<file path="src/rtl/sprite_motion_pkg.sv">
// Shared definitions for the player sprite motion controller: state encoding
// and a coordinate clamp helper.
package sprite_motion_pkg;

    localparam logic [1:0] GROUND = 2'd0;
    localparam logic [1:0] RISE   = 2'd1;
    localparam logic [1:0] FALL   = 2'd2;
    localparam logic [1:0] DUCK   = 2'd3;

    typedef enum logic [1:0] {
        StGround = GROUND,
        StRise   = RISE,
        StFall   = FALL,
        StDuck   = DUCK
    } motion_state_e;

    function automatic int clamp_int(input int val, input int lo, input int hi);
        if (val < lo) return lo;
        if (val > hi) return hi;
        return val;
    endfunction

endpackage

</file>
<file path="src/rtl/btn_sync.sv">
// Two-flop button synchronizer; EDGE=1 turns the output into a one-cycle
// pulse on each synchronized rising edge.
module btn_sync #(
    parameter bit EDGE = 1'b0
) (
    input  logic clk,
    input  logic rst,
    input  logic btn_i,
    output logic sig_o
);

    logic meta_q;
    logic sync_q;

    always_ff @(posedge clk) begin
        if (rst) begin
            meta_q <= 1'b0;
            sync_q <= 1'b0;
        end else begin
            meta_q <= btn_i;
            sync_q <= meta_q;
        end
    end

    if (EDGE) begin : g_edge
        logic prev_q;

        always_ff @(posedge clk) begin
            if (rst) begin
                prev_q <= 1'b0;
            end else begin
                prev_q <= sync_q;
            end
        end

        assign sig_o = sync_q & ~prev_q;
    end else begin : g_level
        assign sig_o = sync_q;
    end

endmodule

</file>
<file path="src/rtl/sprite_motion_ctrl.sv">
// Per-frame position and jump/duck physics for the player sprite. All motion
// state advances only on the frame pulse so the renderer never sees a tear.
module sprite_motion_ctrl
    import sprite_motion_pkg::*;
#(
    parameter int CORDW     = 10,
    parameter int START_X   = 143,
    parameter int GROUND_Y  = 400,
    parameter int H_MIN     = 144,
    parameter int H_MAX     = 775,
    parameter int SPR_WIDTH = 8,
    parameter int H_STEP    = 2,
    parameter int JUMP_V0   = 12,
    parameter int GRAVITY   = 1,
    parameter int MAX_FALL  = 12
) (
    input  logic                    clk,
    input  logic                    rst,
    input  logic                    frame,
    input  logic                    btn_jump,
    input  logic                    btn_duck,
    input  logic                    btn_left,
    input  logic                    btn_right,
    output logic signed [CORDW-1:0] sprx,
    output logic signed [CORDW-1:0] spry,
    output logic [1:0]              mstate,
    output logic                    ducking
);

    localparam int VEL_MAX = (JUMP_V0 > MAX_FALL) ? JUMP_V0 : MAX_FALL;
    localparam int VW      = $clog2(VEL_MAX) + 1;
    localparam logic signed [CORDW:0] H_STEP_W = (CORDW+1)'(H_STEP);

    logic jump_edge;
    logic duck_s;
    logic left_s;
    logic right_s;

    btn_sync #(.EDGE(1'b1)) u_sync_jump (
        .clk   (clk),
        .rst   (rst),
        .btn_i (btn_jump),
        .sig_o (jump_edge)
    );

    btn_sync #(.EDGE(1'b0)) u_sync_duck (
        .clk   (clk),
        .rst   (rst),
        .btn_i (btn_duck),
        .sig_o (duck_s)
    );

    btn_sync #(.EDGE(1'b0)) u_sync_left (
        .clk   (clk),
        .rst   (rst),
        .btn_i (btn_left),
        .sig_o (left_s)
    );

    btn_sync #(.EDGE(1'b0)) u_sync_right (
        .clk   (clk),
        .rst   (rst),
        .btn_i (btn_right),
        .sig_o (right_s)
    );

    motion_state_e           state_q, state_d;
    logic [CORDW-1:0]        sprx_q, sprx_d;
    logic signed [CORDW-1:0] spry_q, spry_d;
    logic [VW-1:0]           vel_q, vel_d;
    logic                    ducking_q;
    logic                    jump_pend_q;
    logic                    jump_now;

    int y_cur;
    int v_cur;
    int y_new;
    int v_new;

    // Vertical physics and state transitions
    always_comb begin
        jump_now = jump_pend_q | jump_edge;
        state_d  = state_q;
        spry_d   = spry_q;
        vel_d    = vel_q;
        y_cur    = int'(spry_q);
        v_cur    = int'(vel_q);
        y_new    = 0;
        v_new    = 0;
        unique case (state_q)
            StGround: begin
                if (jump_now) begin
                    state_d = StRise;
                    vel_d   = VW'(JUMP_V0);
                end else if (duck_s) begin
                    state_d = StDuck;
                end
            end
            StDuck: begin
                if (jump_now) begin
                    state_d = StRise;
                    vel_d   = VW'(JUMP_V0);
                end else if (!duck_s) begin
                    state_d = StGround;
                end
            end
            StRise: begin
                y_new = y_cur - v_cur;
                if (y_new < 0) begin
                    spry_d  = '0;
                    vel_d   = '0;
                    state_d = StFall;
                end else begin
                    v_new  = (v_cur > GRAVITY) ? v_cur - GRAVITY : 0;
                    spry_d = CORDW'(y_new);
                    vel_d  = VW'(v_new);
                    if (v_new == 0) begin
                        state_d = StFall;
                    end
                end
            end
            StFall: begin
                v_new = (v_cur + GRAVITY > MAX_FALL) ? MAX_FALL : v_cur + GRAVITY;
                y_new = y_cur + v_new;
                if (y_new >= GROUND_Y) begin
                    spry_d  = CORDW'(GROUND_Y);
                    vel_d   = '0;
                    state_d = StGround;
                end else begin
                    spry_d = CORDW'(y_new);
                    vel_d  = VW'(v_new);
                end
            end
            default: ;
        endcase
    end

    // x spans the full unsigned range of CORDW bits, so it is zero-extended
    // into one extra bit before stepping and clamping.
    logic signed [CORDW:0] x_wide;
    logic signed [CORDW:0] x_sum;

    always_comb begin
        x_wide = $signed({1'b0, sprx_q});
        x_sum  = x_wide;
        if (left_s && !right_s) begin
            x_sum = x_wide - H_STEP_W;
        end else if (right_s && !left_s) begin
            x_sum = x_wide + H_STEP_W;
        end
        sprx_d = CORDW'(clamp_int(int'(x_sum), H_MIN, H_MAX - SPR_WIDTH));
    end

    always_ff @(posedge clk) begin
        if (rst) begin
            state_q     <= StGround;
            sprx_q      <= CORDW'(START_X);
            spry_q      <= CORDW'(GROUND_Y);
            vel_q       <= '0;
            ducking_q   <= 1'b0;
            jump_pend_q <= 1'b0;
        end else if (frame) begin
            state_q     <= state_d;
            sprx_q      <= sprx_d;
            spry_q      <= spry_d;
            vel_q       <= vel_d;
            ducking_q   <= (state_d == StDuck);
            jump_pend_q <= 1'b0;
        end else if (jump_edge) begin
            jump_pend_q <= 1'b1;
        end
    end

    assign sprx    = sprx_q;
    assign spry    = spry_q;
    assign mstate  = state_q;
    assign ducking = ducking_q;

endmodule

</file>
<file path="config.mk">
export PLATFORM = sky130hd
export DESIGN_NAME = sprite_motion_ctrl
export DESIGN_NICKNAME = d
export VERILOG_FILES = /design/src/rtl/sprite_motion_pkg.sv /design/src/rtl/btn_sync.sv /design/src/rtl/sprite_motion_ctrl.sv
export SDC_FILE = /design/constraint.sdc
export NUM_CORES = 1
export LEC_CHECK = 0
export ABC_AREA = 0
export BUFFER_PORTS_ARGS = -buffer_cell sky130_fd_sc_hd__buf_2
export CORE_MARGIN = 2
export CORE_UTILIZATION = 54
export DETAILED_ROUTE_END_ITERATION = 16
export GPL_TIMING_DRIVEN = 0
export MAX_ROUTING_LAYER = met4
export PLACE_DENSITY_LB_ADDON = 0.2
export SLEW_MARGIN = 20
export SYNTH_ARGS = -nofsm -noshare
export SYNTH_HDL_FRONTEND = slang
export SYNTH_SLANG_ARGS = --single-unit
export TNS_END_PERCENT = 5
</file>
<file path="constraint.sdc">
create_clock -name clk -period 3.35 [get_ports clk]
set_input_delay 0 -clock clk [delete_from_list [all_inputs] [get_ports clk]]
set_output_delay 0 -clock clk [all_outputs]
set_load 0.01 [all_outputs]
</file>
==> metrics.md <==
| Metric | Value |
|---|---|
| Overflow after GRT | `0` |
| Max transition margin | `52.7%` |
| # fillers | `466` |
| Area share of the largest cell type after synthesis | `25.1%` |
| Placed Cells | `480` |
| TritonCTS buffer count | `5` |
| Post-synth top area cell | `dfxtp_1` |
| Async S/R FF share, synth | `0%` |
| Non-filler instance count after layout | `slightly above 500` |
| HP Class | `primary input to flip-flop` |
| Top Ports | `30` |
| Synthesized area per cell | `7.99 um^2` |
| FMAX | `0.306 GHz` |
| Crit path DAT | `3.47 ns` |
| Worst-Margin Slew | `0.702 ns` |
| Worst VDD drop | `0.000352 V` |
| N_diodes | `0` |
| Tmin final | `3.26 ns` |
| CP Launch Type | `flip-flop` |
| FP Rows | `27` |
| CTS tree | `yes` |
| Outcome | `completed` |
| Die area | `0.00622 mm^2` |
| Clock skew | `0.0108 ns` |
| Pin count of the biggest net entering global routing | `14` |
| Critical path capture point type | `flip-flop` |
| Crit Path Max Fanout | `7` |
| Flops & latches, synth | `38` |
| Routed WL | `8.42 mm` |
| Chip Height | `78.9 um` |
| Clock sink total | `38` |
| Seq/Total Area, Yosys | `roughly a quarter` |
| Initial antenna violation count | `0` |
| Crit-path cells | `buf_4, and3b_1, o21ai_4, nand3_4, nor2_2, ha_4, ha_2, nand2_1, nand2_1, a21oi_2, o211a_1, nor3_4, a211oi_4, buf_4, a31oi_4, buf_6, o21ai_0, a221oi_1` |
| Storage cell area | `768 um^2` |
| Die width | `~79 um` |
| Synth warn | `0` |
| Design area | `0.00372 mm^2` |
| Routed wire per std cell | `about 17 um` |
| Share of cells above drive strength 1 | `about a fifth` |
| Fin. Hold Viols | `0` |
| Core box area | `0.00547 mm^2` |
| Post-route antenna net violation count | `0` |
| Global-route wire length before repair | `13.1 mm` |
| Unique masters post-synth | `73` |
| Ys flop type | `dfxtp_1` |
| Leak | `1.50 nW` |
| Crit path kind | `flip-flop to flip-flop` |
| Layout area overhead | `23.1%` |
| Via density | `6.20` |
| Dpl hpwl | `5.69 mm` |
| # setup viols final | `0` |
| Routability cong. | `0.918` |
| Pre-antenna DRT Iters | `5` |
| Vias in the first global route | `~2700` |
| CP max-delay cell | `dfxtp_4` |
| Placed cell areas | `between 0.003 and 0.004 mm^2` |
| Slew Limit Fails | `0` |
| Clk slew on worst S/H paths | `about 0.09 ns` |
| Drt first-iter violations | `292` |
| Fin crit share | `97.4%` |
| Area of the mapped netlist | `0.00303 mm^2` |
| Fin nets | `465` |
| Post-synth EDFFs | `0` |
| # DRC | `0` |
| Critical Path Max Stage Delay | `0.38 ns` |
| Number of max-cap violations | `0` |
| Root Buffer | `clkbuf_8` |
| Final core occ | `68.1%` |
| Starting Density | `55.3%` |
| Multi-input gate area | `0.00224 mm^2` |
| Largest cells by area after synthesis | `dfxtp_1, ha_1, a21oi_1` |
| Clk_lat worst skew | `approximately 0.31 ns` |
| # port buffers | `28` |
| All-layer global routing usage | `27.0%` |
| Max clock buf depth | `2` |
| Worst Path Required | `about 3.6 ns` |
| Pwr dens | `between 400 and 500 mW/mm^2` |
| Syn Inst Count | `379` |
| Via count | `3151` |
| CTS H-tree lvls | `2` |
-- cells in the final DEF, fill, tap and decap left out, types with 4 or more instances in the layout --
cell / count
buf_2: 29
nor3_1: 8
a21oi_1: 29
nand3_1: 8
a32oi_1: 4
ha_1: 19
a31oi_1: 8
nor2_1: 24
a211oi_1: 8
and2_1: 4
o2111ai_1: 4
o21ai_0: 16
o22ai_1: 4
a21o_1: 7
dlygate4sd3_1: 4
nand2_1: 23
clkbuf_8: 5
clkbuf_1: 13
dfxtp_1: 36
xnor2_1: 9
nor2b_1: 14
o211ai_1: 4
nand2b_1: 5
buf_4: 15
o31ai_1: 5
inv_1: 27
xor2_1: 7
-- through the flow --
| step | total power, mW | setup WS [ns] | TNS (ns) | hold WS [ns] |
|---|---|---|---|---|
| after floorplan | 0.901 | 0.0553 | 0 | 0.128 |
| after global placement | 1.01 | -0.566 | -7.43 | 0.208 |
| after detailed placement | 1.02 | -0.650 | -8.85 | 0.215 |
| after CTS | 1.52 | 0.00619 | 0 | 0.0274 |
| after global routing | 1.64 | -0.0363 | -0.0815 | 0.0718 |
| final | 1.56 | 0.0867 | 0 | 0.0490 |
-- path summary, 6_finish.rpt --
kind	startpoint	to	slack, ns	cells past startpoint
min	rst	ducking	0.05	4
max reg2reg	vel_q[1]	vel_q[2]	0.09	18
max	vel_q[1]	vel_q[2]	0.09	18
min reg2reg	u_sync_duck.meta_q	u_sync_duck.sig_o	0.44	1
-- critical path, delay by kind of cell (launching register included) --
kind,cells,cell delay (ns)
flops,1,0.38
simple gates,6,0.85
fa+ha+maj,2,0.36
compound gates,7,1.07
buf+inv,3,0.49
-- synth_stat cells (all sizes together), types with 11 or more instances --
| master | instances |
|---|---|
| a21oi | 31 |
| clkbuf | 13 |
| dfxtp | 38 |
| ha | 22 |
| inv | 27 |
| nand2 | 23 |
| nor2 | 25 |
| nor2b | 14 |
| nor3 | 11 |
| o21ai | 22 |
-- flip-flops by register name (all words and copies together) (netlist names) --
name,count
ducking,1
jump_pend_q,1
mstate,2
sprx,10
spry,10
u_sync_duck.meta_q,1
u_sync_duck.sig_o,1
u_sync_jump.g_edge.prev_q,1
u_sync_jump.meta_q,1
u_sync_jump.sync_q,1
u_sync_left.meta_q,1
u_sync_left.sig_o,1
u_sync_right.meta_q,1
u_sync_right.sig_o,1
vel_q,5
-- cells by family (layout without fill, tap and decap cells) --
logic type                 after synthesis  after routing  share of synthesized area (%)
buffers and inverters                   43             99                           5.75
DFF                                     38             38                           25.1
and+or+nand+nor                        117            117                           21.1
muxes                                    3              3                           1.16
other                                    1              2                          0.124
AOI/OAI and AO/OA                      136            136                           31.4
adders and majority gates               24             24                           10.1
xor gates and xnor gates                17             17                           5.17
-- report_power, final --
group	leakage [nW]	total, mW	internal (mW)	switching (mW)
Sequential	0.312	0.523	0.483	0.0408
Clock	0.0683	0.491	0.299	0.192
Combinational	1.12	0.548	0.224	0.324
-- area by class of cell --
cell class / count / area share, %
clock buffers: 5 / 1.85
inverters: 27 / 2.72
multi-input cells: 299 / 60.1
well taps: 72 / 2.42
repair buffers: 48 / 8.50
flip-flops and latches: 38 / 20.6
plain buffers: 16 / 1.95
clock inverters: 3 / 1.85
-- per-layer routing --
layer / share of wire [%] / track usage, % / wire, um
met3: 7.0 / 4.89 / 591
met2: 46 / 41.2 / 3840
met1: 46 / 37.1 / 3880
met4: 1.3 / 6.90 / 106
met5: 0 / - / 0
-- timing repair --
action | 4_1_cts | 5_1_grt
hold buffers | 4 | 0
gates resized for setup | 20 | 18
pin swaps | 2 | 12
endpoints found under the setup margin | 16 | 16
setup buffers | 4 | 12
endpoints found under the hold margin | 4 | 0
(Power assumes the default switching activity.)
